**src/rtl/round_robin_fifo_distributor_pkg.sv**
```systemverilog
// Shared constants and helpers for the round-robin FIFO distributor.
package round_robin_fifo_distributor_pkg;

  localparam int NUM_CH = 4;
  localparam int CH_W   = 2;

  localparam logic [CH_W-1:0] CH_A = 2'd0;
  localparam logic [CH_W-1:0] CH_B = 2'd1;
  localparam logic [CH_W-1:0] CH_C = 2'd2;
  localparam logic [CH_W-1:0] CH_D = 2'd3;

  // Smallest r with (1 << r) >= value; sizes FIFO pointers and counts.
  function automatic int clog2(input int value);
    int r;
    r = 0;
    for (int i = 0; i < 31; i++) begin
      if ((1 << i) < value) r = i + 1;
    end
    return r;
  endfunction

endpackage

```
**src/rtl/round_robin_fifo_distributor_if.sv**
```systemverilog
// Producer/consumer bus of the distributor; directions are named from the DUT side.
interface round_robin_fifo_distributor_if #(
  parameter int WIDTH = 8
);
  import round_robin_fifo_distributor_pkg::*;

  logic              i_wen;
  logic [WIDTH-1:0]  i_din;
  logic              o_in_ready;
  logic [NUM_CH-1:0] i_ren;
  logic [WIDTH-1:0]  o_a;
  logic [WIDTH-1:0]  o_b;
  logic [WIDTH-1:0]  o_c;
  logic [WIDTH-1:0]  o_d;
  logic [NUM_CH-1:0] o_valid;
  logic [NUM_CH-1:0] o_empty;
  logic              o_ovf;
  logic [NUM_CH-1:0] o_udf;

  modport master (
    output i_wen, i_din, i_ren,
    input  o_in_ready, o_a, o_b, o_c, o_d, o_valid, o_empty, o_ovf, o_udf
  );

  modport slave (
    input  i_wen, i_din, i_ren,
    output o_in_ready, o_a, o_b, o_c, o_d, o_valid, o_empty, o_ovf, o_udf
  );

endinterface

```
**src/rtl/round_robin_fifo_distributor_dist_fifo_chan.sv**
```systemverilog
// One per-channel FIFO with registered read data, read-success and underflow pulses.
module dist_fifo_chan
  import round_robin_fifo_distributor_pkg::*;
#(
  parameter int WIDTH = 8,
  parameter int DEPTH = 8
) (
  input  logic             i_clk,
  input  logic             i_rst,
  input  logic             i_wen,
  input  logic             i_ren,
  input  logic [WIDTH-1:0] i_din,
  output logic [WIDTH-1:0] o_dout,
  output logic             o_valid,
  output logic             o_udf,
  output logic             o_full,
  output logic             o_empty
);

  localparam int PW = clog2(DEPTH);

  logic [WIDTH-1:0] r_mem [DEPTH];
  logic [PW-1:0]    r_wptr;
  logic [PW-1:0]    r_rptr;
  logic [PW:0]      r_count;
  logic [WIDTH-1:0] r_dout;
  logic             r_valid;
  logic             r_udf;
  logic             w_wr;
  logic             w_rd;

  assign o_full  = (r_count == (PW+1)'(DEPTH));
  assign o_empty = (r_count == '0);
  assign w_wr    = i_wen && !o_full;
  assign w_rd    = i_ren && !o_empty;

  // Storage is not reset; a same-address read sees the old word.
  always_ff @(posedge i_clk) begin
    if (w_wr) r_mem[r_wptr] <= i_din;
  end

  always_ff @(posedge i_clk) begin
    if (i_rst) begin
      r_wptr  <= '0;
      r_rptr  <= '0;
      r_count <= '0;
      r_dout  <= '0;
      r_valid <= 1'b0;
      r_udf   <= 1'b0;
    end else begin
      r_valid <= w_rd;
      r_udf   <= i_ren && o_empty;
      if (w_wr) r_wptr <= r_wptr + 1'b1;
      if (w_rd) begin
        r_dout <= r_mem[r_rptr];
        r_rptr <= r_rptr + 1'b1;
      end
      case ({w_wr, w_rd})
        2'b10:   r_count <= r_count + 1'b1;
        2'b01:   r_count <= r_count - 1'b1;
        default: r_count <= r_count;
      endcase
    end
  end

  assign o_dout  = r_dout;
  assign o_valid = r_valid;
  assign o_udf   = r_udf;

endmodule

```
**src/rtl/round_robin_fifo_distributor.sv**
```systemverilog
// Round-robin write demux of one byte stream into four channel FIFOs a..d.
module round_robin_fifo_distributor
  import round_robin_fifo_distributor_pkg::*;
#(
  parameter int WIDTH = 8,
  parameter int DEPTH = 8
) (
  input logic                           i_clk,
  input logic                           i_rst,
  round_robin_fifo_distributor_if.slave bus
);

  logic [CH_W-1:0]   r_tgt;
  logic              r_ovf;
  logic              w_in_ready;
  logic              w_accept;
  logic [NUM_CH-1:0] w_ch_wen;
  logic [NUM_CH-1:0] w_full;
  logic [NUM_CH-1:0] w_empty;
  logic [NUM_CH-1:0] w_valid;
  logic [NUM_CH-1:0] w_udf;
  logic [WIDTH-1:0]  w_dout [NUM_CH];

  // Ready looks only at the target's fill level; a same-cycle read does not free a slot.
  assign w_in_ready = !w_full[r_tgt];
  assign w_accept   = bus.i_wen && w_in_ready;

  always_comb begin
    w_ch_wen        = '0;
    w_ch_wen[r_tgt] = w_accept;
  end

  for (genvar g = 0; g < NUM_CH; g++) begin : g_ch
    dist_fifo_chan #(
      .WIDTH (WIDTH),
      .DEPTH (DEPTH)
    ) u_chan (
      .i_clk   (i_clk),
      .i_rst   (i_rst),
      .i_wen   (w_ch_wen[g]),
      .i_ren   (bus.i_ren[g]),
      .i_din   (bus.i_din),
      .o_dout  (w_dout[g]),
      .o_valid (w_valid[g]),
      .o_udf   (w_udf[g]),
      .o_full  (w_full[g]),
      .o_empty (w_empty[g])
    );
  end

  always_ff @(posedge i_clk) begin
    if (i_rst) begin
      r_tgt <= CH_A;
      r_ovf <= 1'b0;
    end else begin
      r_ovf <= bus.i_wen && !w_in_ready;
      if (w_accept) r_tgt <= r_tgt + 1'b1;
    end
  end

  assign bus.o_in_ready = w_in_ready;
  assign bus.o_a        = w_dout[CH_A];
  assign bus.o_b        = w_dout[CH_B];
  assign bus.o_c        = w_dout[CH_C];
  assign bus.o_d        = w_dout[CH_D];
  assign bus.o_valid    = w_valid;
  assign bus.o_empty    = w_empty;
  assign bus.o_ovf      = r_ovf;
  assign bus.o_udf      = w_udf;

endmodule

```
**src/flat_wrapper.sv**
```systemverilog
// flat-port wrapper written by rule: the top's interface ports become plain ports
module round_robin_fifo_distributor_flat import round_robin_fifo_distributor_pkg::*;
#(
  parameter int WIDTH = 8,
  parameter int DEPTH = 8
)
  (i_clk, i_rst, bus_i_wen, bus_i_din, bus_i_ren, bus_o_in_ready, bus_o_a, bus_o_b, bus_o_c, bus_o_d, bus_o_valid, bus_o_empty, bus_o_ovf, bus_o_udf);
  round_robin_fifo_distributor_if #(.WIDTH(WIDTH)) bus_i ();
  input logic i_clk;
  input logic i_rst;
  input wire logic [$bits(bus_i.i_wen)-1:0] bus_i_wen;
  input wire logic [$bits(bus_i.i_din)-1:0] bus_i_din;
  input wire logic [$bits(bus_i.i_ren)-1:0] bus_i_ren;
  output wire logic [$bits(bus_i.o_in_ready)-1:0] bus_o_in_ready;
  output wire logic [$bits(bus_i.o_a)-1:0] bus_o_a;
  output wire logic [$bits(bus_i.o_b)-1:0] bus_o_b;
  output wire logic [$bits(bus_i.o_c)-1:0] bus_o_c;
  output wire logic [$bits(bus_i.o_d)-1:0] bus_o_d;
  output wire logic [$bits(bus_i.o_valid)-1:0] bus_o_valid;
  output wire logic [$bits(bus_i.o_empty)-1:0] bus_o_empty;
  output wire logic [$bits(bus_i.o_ovf)-1:0] bus_o_ovf;
  output wire logic [$bits(bus_i.o_udf)-1:0] bus_o_udf;
  assign bus_i.i_wen = bus_i_wen;
  assign bus_i.i_din = bus_i_din;
  assign bus_i.i_ren = bus_i_ren;
  assign bus_o_in_ready = bus_i.o_in_ready;
  assign bus_o_a = bus_i.o_a;
  assign bus_o_b = bus_i.o_b;
  assign bus_o_c = bus_i.o_c;
  assign bus_o_d = bus_i.o_d;
  assign bus_o_valid = bus_i.o_valid;
  assign bus_o_empty = bus_i.o_empty;
  assign bus_o_ovf = bus_i.o_ovf;
  assign bus_o_udf = bus_i.o_udf;
  round_robin_fifo_distributor #(.WIDTH(WIDTH), .DEPTH(DEPTH)) u_core (.i_clk(i_clk), .i_rst(i_rst), .bus(bus_i));
endmodule
```
**config.mk**
```make
export PLATFORM = sky130hd
export DESIGN_NAME = round_robin_fifo_distributor_flat
export DESIGN_NICKNAME = d
export VERILOG_FILES = /design/src/rtl/round_robin_fifo_distributor_pkg.sv /design/src/rtl/round_robin_fifo_distributor_if.sv /design/src/rtl/round_robin_fifo_distributor_dist_fifo_chan.sv /design/src/rtl/round_robin_fifo_distributor.sv /design/src/flat_wrapper.sv
export SDC_FILE = /design/constraint.sdc
export NUM_CORES = 1
export LEC_CHECK = 0
export ABC_AREA = 1
export BUFFER_PORTS_ARGS = -buffer_cell sky130_fd_sc_hd__buf_2
export CAP_MARGIN = 20
export CELL_PAD_IN_SITES_DETAIL_PLACEMENT = 0
export CELL_PAD_IN_SITES_GLOBAL_PLACEMENT = 1
export CORE_ASPECT_RATIO = 0.8
export CORE_UTILIZATION = 49
export DETAILED_ROUTE_END_ITERATION = 8
export PLACE_DENSITY_LB_ADDON = 0.1
export SYNTH_ARGS = -nofsm -noshare
export SYNTH_HDL_FRONTEND = slang
export SYNTH_HIERARCHICAL = 1
export SYNTH_SLANG_ARGS = --single-unit
```
**constraint.sdc**
```tcl
create_clock -name i_clk -period 2.8 [get_ports i_clk]
set_clock_uncertainty 0.1 [all_clocks]
set_input_delay 0.42 -clock i_clk [delete_from_list [all_inputs] [get_ports i_clk]]
set_output_delay 0.42 -clock i_clk [all_outputs]
set_load 0.01 [all_outputs]
```
# Yosys cells after proc, flatten, opt, wreduce, memory -nomap -nowiden

Memories as Yosys holds them, arrays and structs flattened. A register that Yosys moved wholly into a read port is not among the register bits.
Index checks and enable logic that the tools add are counted.

Reductions and logical operators: 32
Div/mod/pow operators: 0
Bitwise operators: 1
Muxes and demuxes: 16
Magnitude comparators: 2
$mul: 0
Equality and inequality tests: 12
Shift operators: 0
Add/subtract/negate cells: 17

Operator list:

| cell                | number |
|---|---|
| $pmux 4 s2          | 4 |
| $add 3x1->3 const B | 8 |
| $add 4x1->4 const B | 4 |
| $eq 4x4->1 const B  | 4 |
| $logic_not 4->1     | 4 |
| $sub 4x1->4 const B | 4 |
| $logic_and 1x1->1   | 15 |
| $mux 1              | 10 |
| $logic_not 1->1     | 9 |
| $eq 2x1->1 const B  | 4 |
| $eq 2x2->1 const B  | 4 |
| $reduce_bool 2->1   | 4 |
| $and 4x4->4         | 1 |
| $lt 2x3->1 const B  | 1 |
| $add 2x1->2 const B | 1 |
| $bmux 1 s2          | 1 |
| $demux 1 s2         | 1 |
| $ge 2x1->1 const B  | 1 |

RAM bits: 256
Bits in registers: 51
Memories: 4
Bits in read-only memories: 0
Latch bits: 0

Memories:

| memory                      | depth | width | read ports | clocked after memory_dff | write ports | line                                              | source |
|---|---|---|---|---|---|---|---|
| u_core.g_ch[0].u_chan.r_mem | 8     | 8     | 1          | 1                        | 1           | round_robin_fifo_distributor_dist_fifo_chan.sv:22 | `logic [WIDTH-1:0] r_mem [DEPTH];` |
| u_core.g_ch[1].u_chan.r_mem | 8     | 8     | 1          | 1                        | 1           | round_robin_fifo_distributor_dist_fifo_chan.sv:22 |  |
| u_core.g_ch[2].u_chan.r_mem | 8     | 8     | 1          | 1                        | 1           | round_robin_fifo_distributor_dist_fifo_chan.sv:22 |  |
| u_core.g_ch[3].u_chan.r_mem | 8     | 8     | 1          | 1                        | 1           | round_robin_fifo_distributor_dist_fifo_chan.sv:22 |  |

# Longest topological paths before layout

Gate-level depths: netlist of the first run.

Depth in word-level cells: 9
Gate-level depth with buffers: 19
Mapped depth without buffers: 19

# Modules after synthesis

Netlist of the first run, hierarchy kept.

Modules (own cells, without submodules):

| module                       | instances | seq. area each (µm²) | area each (µm²) | cells an instance |
|---|---|---|---|---|
| dist_fifo_chan               | 4         | 2322.2               | 3673.5          | 376 |
| round_robin_fifo_distributor | 1         | 60.1                 | 260.2           | 37 |

# Least setup slack after synthesis of the first run

No wires, ideal clock.

Path type: reg-to-reg
Start point: register u_core.g_ch[1].u_chan.r_count[0]
End point: register u_core.g_ch[0].u_chan.r_count[2]
Arrival: 2.097 ns
Stages on the path, launching flop included: 19
Data required time: 2.585 ns
Period minus slack after synthesis: 2.312 ns
Path slack: 0.488 ns
Cell sequence: dfxtp_1 -> nor2_2 -> nand3_2 -> inv_1 -> nand2_1 -> nand3_2 -> nand2_4 -> nand2_4 -> nor2_1 -> nand2_2 -> ha_1 -> nand2_1 -> inv_1 -> nor2_1 -> ha_1 -> a21oi_1 -> xnor2_1 -> o21ai_0 -> inv_1

Longest elaborated chain between the ends: 9

RTL lines:

| element                                         | line                                              | source |
|---|---|---|
| from (decl)                                     | round_robin_fifo_distributor_dist_fifo_chan.sv:25 | `logic [PW:0] r_count;` |
| from (signal assigned)                          | round_robin_fifo_distributor_dist_fifo_chan.sv:59 | `2'b10: r_count <= r_count + 1'b1;` |
| from (signal assigned)                          | round_robin_fifo_distributor_dist_fifo_chan.sv:60 | `2'b01: r_count <= r_count - 1'b1;` |
| from (signal assigned)                          | round_robin_fifo_distributor_dist_fifo_chan.sv:61 | `default: r_count <= r_count;` |
| $eq 4x4->1 (*)                                  | round_robin_fifo_distributor_dist_fifo_chan.sv:32 | `assign o_full = (r_count == (PW+1)'(DEPTH));` |
| via u_core.w_full[1]                            | round_robin_fifo_distributor.sv:18                | `logic [NUM_CH-1:0] w_full;` |
| $bmux 1 s2 (*)                                  | round_robin_fifo_distributor.sv:25                | `assign w_in_ready = !w_full[r_tgt];` |
| $mux 1 (implied by the code) (*)                | round_robin_fifo_distributor.sv:25                |  |
| $logic_not 1->1 (*)                             | round_robin_fifo_distributor.sv:25                |  |
| via bus_o_in_ready                              | flat_wrapper.sv:14                                | `output wire logic [$bits(bus_i.o_in_ready)-1:0] bus_o_in_ready;` |
| $logic_and 1x1->1 (*)                           | round_robin_fifo_distributor.sv:26                | `assign w_accept = bus.i_wen && w_in_ready;` |
| $and 4x4->4 (no source line) (*)                | --                                                |  |
| via u_core.w_ch_wen[0]                          | round_robin_fifo_distributor.sv:17                | `logic [NUM_CH-1:0] w_ch_wen;` |
| $logic_and 1x1->1 (*)                           | round_robin_fifo_distributor_dist_fifo_chan.sv:34 | `assign w_wr = i_wen && !o_full;` |
| $eq 2x1->1 or $eq 2x2->1 (tied branches)        | round_robin_fifo_distributor_dist_fifo_chan.sv:58 | `case ({w_wr, w_rd})` |
| $pmux 4 s2 or $reduce_bool 2->1 (tied branches) | --                                                |  |
| to (signal assigned)                            | round_robin_fifo_distributor_dist_fifo_chan.sv:59 |  |
| to (signal assigned)                            | round_robin_fifo_distributor_dist_fifo_chan.sv:60 |  |
| to (signal assigned)                            | round_robin_fifo_distributor_dist_fifo_chan.sv:61 |  |
| to (decl)                                       | round_robin_fifo_distributor_dist_fifo_chan.sv:25 |  |

Mark *: on every way through the listed nets, which the timed path passes. The rest lies on a longest branch. The select of a mux whose other input is x is not followed.
A chain may end at the register's enable or synchronous reset.

# Final worst setup path of the first run

Start point: register u_core.g_ch[1].u_chan.r_count[0]
End point: register u_core.g_ch[0].u_chan.r_count[2]

Longest elaborated chain between the ends: 9

RTL lines:

| element                                         | line |
|---|---|
| $eq 4x4->1 (*)                                  | round_robin_fifo_distributor_dist_fifo_chan.sv:32 |
| via u_core.w_full[1]                            | round_robin_fifo_distributor.sv:18 |
| $bmux 1 s2 (*)                                  | round_robin_fifo_distributor.sv:25 |
| $mux 1 (implied by the code) (*)                | round_robin_fifo_distributor.sv:25 |
| $logic_not 1->1 (*)                             | round_robin_fifo_distributor.sv:25 |
| $logic_and 1x1->1 (*)                           | round_robin_fifo_distributor.sv:26 |
| $and 4x4->4 (no source line) (*)                | -- |
| via u_core.w_ch_wen[0]                          | round_robin_fifo_distributor.sv:17 |
| $logic_and 1x1->1 (*)                           | round_robin_fifo_distributor_dist_fifo_chan.sv:34 |
| $eq 2x1->1 or $eq 2x2->1 (tied branches)        | round_robin_fifo_distributor_dist_fifo_chan.sv:58 |
| $pmux 4 s2 or $reduce_bool 2->1 (tied branches) | -- |

Marks and branches as above.

==> results of run 1 <==
-- logic make-up after synthesis --
family	after synthesis	synth area share
compound gates	82	0.0288
xor+xnor	12	0.00703
fa+ha+maj	24	0.0201
buf+inv	336	0.101
flops	339	0.625
simple gates	748	0.218
-- layer usage --
metal  part of all wire  wire length (um)
met4              0.020               656
met1               0.49             15800
met5                  0                 0
met2               0.44             14300
met3              0.055              1800
-- power by group through the flow --
stage,Sequential [W],Clock [W],Combinational (W)
3_3_place_gp,0.00623,0,0.00436
3_5_place_dp,0.00624,0,0.00438
4_1_cts,0.00613,0.00482,0.00440
2_1_floorplan,0.00627,0,0.00328
6_report,0.00613,0.00472,0.00438
5_1_grt,0.00619,0.00502,0.00493
-- path summary, 6_finish.rpt --
kind,slack (ns),to
min,0.05,u_core/g_ch[3].u_chan/o_udf$_SDFF_PP0_
min reg2reg,0.36,u_core/g_ch[2].u_chan/o_dout[7]$_SDFFE_PP0P_
max,0.24,u_core/g_ch[0].u_chan/r_count[2]$_SDFFE_PP0P_
max reg2reg,0.24,u_core/g_ch[0].u_chan/r_count[2]$_SDFFE_PP0P_
-- layout by cell type, fill, tap and decap left out, drive strengths merged --
cell type    n
xnor2        8
clkbuf      49
dfxtp       83
a21oi       57
o21ai       17
a211oi       8
ha          24
clkinv      17
nand3      219
nand2      437
bufinv       4
nor2        75
clkinvlp     2
nor3b        8
edfxtp     256
xor2         4
inv        272
nor3         9
buf        105
-- timing repair --
item	4_1_cts	5_1_grt
setup endpoints to repair	0	4
gates resized for setup	0	5
buffers inserted	0	0
-- per-stage QoR --
| step | cells | total power, W | utilization | area (sq um) |
|---|---|---|---|---|
| 3_5_place_dp | 1996 | 0.0106 | 0.528 | 15700 |
| 2_1_floorplan | 1541 | 0.00955 | - | 15000 |
| 6_report | 2060 | 0.0152 | 0.568 | 16800 |
| 4_1_cts | 2060 | 0.0154 | 0.567 | 16800 |
| 3_3_place_gp | 1996 | 0.0106 | 0.528 | 15700 |
| 5_1_grt | 2060 | 0.0161 | 0.568 | 16800 |
-- final cells by class --
class                           count  share of cell area
Timing Repair Buffer              105              0.0381
Inverter                          280              0.0634
Tap cell                          406              0.0302
Multi-Input combinational cell    866               0.244
Sequential cell                   339               0.556
Clock inverter                     15              0.0102
Clock buffer                       49              0.0583
-- critical path: stages (launching register included) --
cell and delay (ns):
dfxtp_1 0.41, nor2_2 0.08, nand3_2 0.09, inv_1 0.05, nand2_1 0.09, nand3_2 0.10
nand2_4 0.11, nand2_4 0.08, nor2_2 0.13, nand2_2 0.13, ha_1 0.27, nand2_1 0.08
inv_1 0.04, nor2_1 0.12, ha_1 0.17, a21oi_1 0.05, xnor2_1 0.13, o21ai_0 0.15
inv_1 0.05
-- state kept, by name, indices dropped and copies added (netlist names) --
name / count
u_core/bus.o_ovf: 1
u_core/g_ch.u_chan/o_dout: 32
u_core/g_ch.u_chan/o_udf: 4
u_core/g_ch.u_chan/o_valid: 4
u_core/g_ch.u_chan/r_count: 16
u_core/g_ch.u_chan/r_mem: 256
u_core/g_ch.u_chan/r_rptr: 12
u_core/g_ch.u_chan/r_wptr: 12
u_core/r_tgt: 2
==> results.cfg, run 1 <==
[status]
status = completed

[setup_path]
reg2regPathDepth = 18
required_ns = 3.11
crit_fanout = 8
endpoint_kind = flip-flop
cp-startpoint = u_core/g_ch[1].u_chan/r_count[0]$_SDFFE_PP0P_
r2r_start = u_core/g_ch[1].u_chan/r_count[0]$_SDFFE_PP0P_
arrival_ns = 2.87
critPathLaunchType = flip-flop
worstSetupPathType = reg -> reg

[sta]
rsz0062_at_grt = false
final_max_slew_viol_count = 0
holdWs_ns = 0.0474
fin_ws_ns = 0.240
tightestPinTransition_ns = 0.787
fmax_ghz = 0.391
setup_viol = 0
post-route-period-util = 0.914
max_slew_margin = 0.476
finalHoldViolCount = 0
fin_tns_setup_ns = 0
period_needed_ns = 2.56

[clock_network]
cts_hold_buf = 0
cts-htree-levels = 2
cts_max_path_buffers = 3
clock_latency_ns = 0.52
clkTransAtPathRegs_ns = 0.06
cts_sinks = 339
root_buffer = clkbuf_16
tritoncts = built
cts_buffers = 36

[power_and_ir_drop]
p_sw_frac = 0.338
p_int_w = 0.0101
p_seq_frac = 0.403
total_leakage_power_nw = 7.31
p_per_area_nw_per_um2 = 905
irDropWorstVdd_mv = 0.572
power_frac_clock = 0.310
p_switching_w = 0.00514
comb_power_share = 0.288

[global_route]
antenna_found_initial = 0
use_met1 = 0.323
top_usage_layer = met1
use_met2 = 0.319
grt_max_degree = 53
overflow = 0
grt_pass1_vias = 9247
grt_pass1_wl_um = 51300
grtUsageTotal = 0.216
met3_usage = 0.0386

[die]
coreArea_sq_um = 29600
dieArea_sq_um = 31200
fp.dieH_um = 158
boundaryPins = 61
start_util = 0.505
die_x_um = 197
rows = 56

[min_path]
min_from = bus_i_ren[3]
hold_depth = 3
min_path_type = in -> reg

[routing]
route.detailed.drc = 0
drtIter0Drc = 766
postRouteAntennaNets = 0
vias = 10100
routed_via_density = 4.91
wire_per_inst_um = 15.8
routed_wl_um = 32500
drt-pass1-iter-count = 5

[synthesis]
async_reset_ff_frac = 0
netlist_top_cells_count = nand2_1, inv_1, edfxtp_1
synth_area_leaders = edfxtp_1, dfxtp_1, nand2_1
avgSynthCellArea_sq_um = 9.70
synth_seq_cells = 339
yosys_warnings = 6
ys.flop_type = edfxtp_1
ys_types = 27
synthesis.area_sq_um = 15000
ys_seq_area_frac = 0.625
synth_edf_count = 256
syn_inst = 1541
synth_nets = 1580
synth_top_area_frac = 0.514
yosys.area.top_type = edfxtp_1
synth_most_common_cell = nand2_1

[layout]
drive_above_1_share = 0.120
multi_input_comb_area_sq_um = 4110
layout.nets = 1667
n_fill_cell = 2664
antenna_cells = 0
area_growth_pct = 12.5
seq_area_sq_um = 9350

[place]
dp_slack_ns = 0.207
place_congestion = 0.741
portBuffers = 60
dp_hpwl_um = 20000

[job]
cap_violations = 0
No activity file was read; power rests on OpenSTA's default activity.
==> inputs of run 2 (changes only) <==
--- a/config.mk
+++ b/config.mk
@@ -10,7 +10,7 @@
 export CAP_MARGIN = 20
 export CELL_PAD_IN_SITES_DETAIL_PLACEMENT = 0
 export CELL_PAD_IN_SITES_GLOBAL_PLACEMENT = 1
-export CORE_ASPECT_RATIO = 0.8
+export CORE_ASPECT_RATIO = 2
 export CORE_UTILIZATION = 49
 export DETAILED_ROUTE_END_ITERATION = 8
 export PLACE_DENSITY_LB_ADDON = 0.1
==> run 2 against run 1 <==
Net effect:
- the flow now finishes with violations (design-rule violations)
- hold slack better by 0.0067 ns
- cell count decreased by 1.9%
- combinational power decreased by 2%
- count of clock-buffer cells in the layout fell by 3
- first-iteration DRC count shrank 15%
- global-route usage increased by 0.54 points
- routed wire length increased by 2.4%
- total power decreased by 0.39%
- critical endpoint is now u_core/g_ch[1].u_chan/r_count[2]$_SDFFE_PP0P_
==> results.cfg, run 2 (synthesis gave the netlist of run 1 again) <==
[setup_path]
endpoint_kind = flip-flop
cp_slowest_cell = dfxtp_1
arrival_ns = 2.89
critPathLaunchType = flip-flop
reg2regPathDepth = 18
r2r_slack_ns = 0.22
slowest_delay_ns = 0.41
r2r-end = u_core/g_ch[1].u_chan/r_count[2]$_SDFFE_PP0P_
cp_common_cell = inv_1
cp_cell_sequence = nor2_2 -> nand3_2 -> inv_1 -> nand2_1 -> nand3_2 -> nand2_4 -> nand2_4 -> nor2_1 -> nand2_2 -> ha_1 -> nand2_1 -> inv_1 -> nor2_1 -> ha_1 -> a21oi_1 -> xnor2_1 -> o21ai_0 -> inv_1
r2r_start = u_core/g_ch[1].u_chan/r_count[1]$_SDFFE_PP0P_
required_ns = 3.11
worstSetupPathType = reg -> reg
crit_fanout = 8

[sta]
tightestPinTransition_ns = 0.870
fin_ws_ns = 0.222
final_max_slew_viol_count = 0
max_slew_margin = 0.420
period_needed_ns = 2.58
finalHoldViolCount = 0
setup_viol = 0
fmax_ghz = 0.388
post-route-period-util = 0.921
rsz0062_at_grt = true

[job]
cap_violations = 0

[layout]
largest_register = u_core/g_ch.u_chan/r_mem
antenna_cells = 0
largest_reg_flops = 256
final_core_util = 0.558
layout.nets = 1665
area_growth_pct = 12.3
drive_above_1_share = 0.120
layout_commonest_cell = nand2_1
final_cell_mix = nand2_1, inv_1, edfxtp_1

[clock_network]
cts_setup_buffers = 0
root_buffer = clkbuf_16
cts_buffers = 34
cts_max_path_buffers = 3
clkTransAtPathRegs_ns = 0.06
cts_hold_buf = 0
cts-htree-levels = 2
clock_latency_ns = 0.52
cts_resized = 0
cts_sinks = 339
tritoncts = built

[routing]
wire_per_inst_um = 16.5
postRouteAntennaNets = 0
drtIter0Drc = 650
vias = 10100
routed_wl_um = 33300
route.detailed.drc = 6
routed_via_density = 5.01
drt-pass1-iter-count = 7

[status]
status = finished with violations
violations = design-rule violations

[power_and_ir_drop]
p_int_w = 0.0101
irDropWorstVdd_mv = 0.680
p_switching_w = 0.00504
p_per_area_nw_per_um2 = 903
p_sw_frac = 0.332
comb_power_share = 0.284
total_leakage_power_nw = 7.32
p_seq_frac = 0.404
power_frac_clock = 0.312

[global_route]
grt_pass1_wl_um = 52700
grt_pass1_vias = 10100
overflow = 0
antenna_found_initial = 0
grtUsageTotal = 0.221
grt_max_degree = 42

[place]
portBuffers = 60
dp_hpwl_um = 21200
place_congestion = 0.795
dp_slack_ns = 0.227

[die]
start_util = 0.497
coreArea_sq_um = 30100
fp.dieH_um = 249
boundaryPins = 61
dieArea_sq_um = 31300
die_x_um = 126
rows = 90

[min_path]
min_path_type = in -> reg
min_from = bus_i_ren[3]
min_to = u_core/g_ch[3].u_chan/o_udf$_SDFF_PP0_
hold_depth = 3
-- run 2: changes by cell type in the layout (fill, tap and decap cells not counted), sizes merged --
cell      delta
clkbuf       -3
clkinvlp     -1
bufinv       +1
clkinv       +1
-- run 2: per-stage QoR --
step	cell area (sq um)	hold slack (ns)	total power, W	cells	TNS (ns)
6_report	16800	0.0541	0.0152	2020	0
4_1_cts	16800	0.0362	0.0153	2020	0
3_5_place_dp	15600	0.353	0.0106	1958	0
3_3_place_gp	15600	0.350	0.0106	1958	0
5_1_grt	16800	0.0603	0.0161	2020	-0.0316
2_1_floorplan	15000	0.358	0.00955	1541	0
-- run 2: worst max-delay path, delay by kind of cell (launching register included) --
family	cells	cell delay, ns
AOI/OAI and AO/OA	2	0.20
xor gates and xnor gates	1	0.13
DFF	1	0.41
adders and majority gates	2	0.43
and+or+nand+nor	10	1.07
buffers and inverters	3	0.14
-- run 2: layer usage --
layer | vias up | routed length, um | track usage
li1 | 5105 | - | -
met1 | 4786 | 12700 | 0.235
met2 | 175 | 18600 | 0.435
met3 | 54 | 965 | 0.0251
met4 | 0 | 1010 | 0.0840
met5 | - | 0 | 0
-- run 2: worst max path at each step --
stage	start	cells past startpoint	to	slack [ns]
2_1_floorplan	u_core/g_ch[1].u_chan/r_count[0]$_SDFFE_PP0P_	18	u_core/g_ch[0].u_chan/r_count[2]$_SDFFE_PP0P_	0.49
3_3_place_gp	u_core/g_ch[1].u_chan/r_count[1]$_SDFFE_PP0P_	18	u_core/g_ch[0].u_chan/r_count[2]$_SDFFE_PP0P_	0.28
3_5_place_dp	u_core/g_ch[1].u_chan/r_count[1]$_SDFFE_PP0P_	18	u_core/g_ch[1].u_chan/r_count[2]$_SDFFE_PP0P_	0.23
4_1_cts	u_core/g_ch[1].u_chan/r_count[1]$_SDFFE_PP0P_	18	u_core/g_ch[1].u_chan/r_count[2]$_SDFFE_PP0P_	0.22
5_1_grt	u_core/g_ch[1].u_chan/r_count[2]$_SDFFE_PP0P_	17	u_core/g_ch[1].u_chan/r_count[2]$_SDFFE_PP0P_	-0.03
6_report	u_core/g_ch[1].u_chan/r_count[1]$_SDFFE_PP0P_	18	u_core/g_ch[1].u_chan/r_count[2]$_SDFFE_PP0P_	0.22
-- run 2: power by group through the flow --
stage	logic (W)	registers, W	clock network [W]
after floorplan	0.00328	0.00627	0
after global placement	0.00433	0.00622	0
after detailed placement	0.00435	0.00624	0
after CTS	0.00438	0.00613	0.00483
after global routing	0.00489	0.00618	0.00502
final	0.00431	0.00613	0.00473
-- run 2: layout make-up --
cell class / count / area (sq um)
sequential: 339 / 9350
tap: 368 / 460
inverter: 280 / 1070
multi-input combinational: 866 / 4110
timing repair buffer: 105 / 641
clock buffer: 46 / 960
fill: 2668 / 13300
clock inverter: 16 / 205
==> inputs of run 3 (changes only) <==
--- a/config.mk
+++ b/config.mk
@@ -11,7 +11,8 @@
 export CELL_PAD_IN_SITES_DETAIL_PLACEMENT = 0
 export CELL_PAD_IN_SITES_GLOBAL_PLACEMENT = 1
 export CORE_ASPECT_RATIO = 2
-export CORE_UTILIZATION = 49
+export CORE_UTILIZATION = 50
+export CTS_BUF_LIST = sky130_fd_sc_hd__clkbuf_8
 export DETAILED_ROUTE_END_ITERATION = 8
 export PLACE_DENSITY_LB_ADDON = 0.1
 export SYNTH_ARGS = -nofsm -noshare
==> run 3 against run 2 <==
Net effect:
- the run now ends clean
- combinational power shrank 0.9%
- die area shrank 2.0%
- count of clock-buffer cells in the layout grew 10
- utilization grew 0.41 points
- sequential cell count is the same
- first-iteration DRC count shrank 23%
- global-route usage shrank 0.33 points
- sequential share of layout area grew 0.65 points
- routed wire length shrank 1.5%
- sequential power grew 0.7%
- highest routed layer unchanged
==> results.cfg, run 3 (synthesis gave the netlist of run 1 again) <==
[status]
status = completed

[sta]
period_needed_ns = 2.54
fmax_ghz = 0.393
fin_ws_ns = 0.255
max_slew_margin = 0.430
setup_viol = 0
tightestPinTransition_ns = 0.855
post-route-period-util = 0.909
finalHoldViolCount = 0
final_max_slew_viol_count = 0
rsz0062_at_grt = true

[clock_network]
root_buffer = clkbuf_8
cts_setup_buffers = 0
tritoncts = built
clkTransAtPathRegs_ns = 0.07
clock_latency_ns = 0.58
cts_sinks = 339
cts_max_path_buffers = 3
cts_buffers = 47
cts-htree-levels = 2

[min_path]
min_path_type = in -> reg

[layout]
area_growth_pct = 11.0
largest_reg_flops = 256
final_cell_mix = nand2_1, inv_1, edfxtp_1
layout_commonest_cell = nand2_1
largest_register = u_core/g_ch.u_chan/r_mem
final_cells = 2044
fin_area_sq_um = 16600
layout.nets = 1681
n_fill_cell = 2666
final_core_util = 0.562
drive_above_1_share = 0.128

[global_route]
grt_max_degree = 59
antenna_found_initial = 1
grt_pass1_wl_um = 51500
grtUsageTotal = 0.218
overflow = 0
grt_pass1_vias = 9893

[die]
dieArea_sq_um = 30600
die_x_um = 124
rows = 89
boundaryPins = 61
coreArea_sq_um = 29500
fp.dieH_um = 247
start_util = 0.507

[routing]
routed_wl_um = 32800
postRouteAntennaNets = 0
wire_per_inst_um = 16.1
route.detailed.drc = 0
routed_via_density = 5.01
vias = 10200
drt-pass1-iter-count = 5
drtIter0Drc = 498

[setup_path]
cp_cell_sequence = inv_1 -> nand3_2 -> inv_1 -> nand2_1 -> nand3_2 -> nand2_4 -> nand2_4 -> nor2_1 -> nand2_2 -> ha_1 -> nand2_1 -> inv_1 -> nor2_1 -> ha_1 -> a21oi_1 -> xnor2_1 -> o21ai_0 -> inv_1
worstSetupPathType = reg -> reg
slowest_delay_ns = 0.34
arrival_ns = 2.92
endpoint_kind = flip-flop
critPathLaunchType = flip-flop
r2r_start = u_core/g_ch[1].u_chan/r_count[2]$_SDFFE_PP0P_
cp_slowest_cell = dfxtp_1
cp-startpoint = u_core/g_ch[1].u_chan/r_count[2]$_SDFFE_PP0P_
cp_common_cell = inv_1
r2r_slack_ns = 0.26
cp_top_family = simple AND/OR/NAND/NOR gates
path_depth = 18
crit_fanout = 8
required_ns = 3.17
cp_num_buf_inv = 4
cp-endpoint = u_core/g_ch[3].u_chan/r_count[2]$_SDFFE_PP0P_
reg2regPathDepth = 18
r2r-end = u_core/g_ch[3].u_chan/r_count[2]$_SDFFE_PP0P_

[power_and_ir_drop]
p_per_area_nw_per_um2 = 861
irDropWorstVdd_mv = 0.521
total_leakage_power_nw = 7.31

[job]
cap_violations = 0

[place]
place_congestion = 0.775
dp_hpwl_um = 20600
portBuffers = 60
dp.cells = 1953
placed_cell_area_sq_um = 15600
dp_slack_ns = 0.226
run 3: cell types whose count changed in the layout (fill, tap and decap cells not counted), moves of 2 or more:
cell           previous run  this run
clkbuf_8                  0        56
clkbuf_16                37         0
inv_1                   263       277
clkbuf_1                  9         0
dlygate4sd3_1             0         4
bufinv_16                 5         2
clkinv_1                  9        11
clkinv_2                  8        10
dfxtp_1                  83        81
dfxtp_2                   0         2
nor2_1                   68        70
nor2_2                    7         5
run 3: layout make-up:
class | count | area, sq um | share of cell area
sequential | 339 | 9350 | 0.563
clock inverter | 30 | 178 | 0.0107
antenna | 1 | 2.50 | 0.000151
inverter | 280 | 1070 | 0.0642
timing repair buffer | 108 | 673 | 0.0406
clock buffer | 56 | 771 | 0.0464
tap | 364 | 455 | 0.0274
multi-input combinational | 866 | 4100 | 0.247
run 3: repair_timing:
action | CTS | global route
gates resized for setup | 0 | 3
hold buffers | 4 | 0
endpoints found under the setup margin | 0 | 4
endpoints found under the hold margin | 4 | 0
run 3: routing by layer:
layer / wire (um) / part of all wire / global-route usage / vias up
met2: 18300 / 0.56 / 0.424 / 200
met5: 0 / 0 / 0 / -
met3: 1210 / 0.037 / 0.0306 / 49
met4: 834 / 0.025 / 0.0780 / 0
li1: - / - / - / 5149
met1: 12500 / 0.38 / 0.235 / 4833
run 3: worst register-to-register path: cells and delay by family, from the launching register on:
family,cells,cell delay (ns)
and+or+nand+nor,9,1.00
adders and majority gates,2,0.44
DFF,1,0.34
buffers and inverters,4,0.24
AOI/OAI and AO/OA,2,0.20
xor gates and xnor gates,1,0.13
run 3: through the flow:
step	TNS [ns]	total power, W	hold WS [ns]
final	0	0.0143	0.0508
after global routing	-0.0710	0.0152	0.0179
after CTS	0	0.0145	0.00103
after detailed placement	0	0.0106	0.352
after global placement	0	0.0106	0.349
after floorplan	0	0.00955	0.358
run 3: worst min-delay path by stage:
stage,startpoint,end,slack [ns],cells past startpoint
2_1_floorplan,u_core/g_ch[0].u_chan/r_wptr[0]$_SDFFE_PP0P_,u_core/g_ch[0].u_chan/r_wptr[0]$_SDFFE_PP0P_,0.36,2
3_5_place_dp,u_core/g_ch[3].u_chan/o_dout[3]$_SDFFE_PP0P_,u_core/g_ch[3].u_chan/o_dout[3]$_SDFFE_PP0P_,0.35,2
6_report,bus_i_wen,u_core/bus.o_ovf$_SDFF_PP0_,0.05,3
5_1_grt,bus_i_wen,u_core/bus.o_ovf$_SDFF_PP0_,0.02,3
4_1_cts,bus_i_wen,u_core/bus.o_ovf$_SDFF_PP0_,0.001,3
3_3_place_gp,u_core/g_ch[0].u_chan/o_dout[1]$_SDFFE_PP0P_,u_core/g_ch[0].u_chan/o_dout[1]$_SDFFE_PP0P_,0.35,2
run 3: power by group:
part | switching (W) | internal, W | total (W)
clock network | 0.00184 | 0.00200 | 0.00385
registers | 0.000323 | 0.00585 | 0.00617
logic | 0.00286 | 0.00141 | 0.00427
total | 0.00502 | 0.00926 | 0.0143
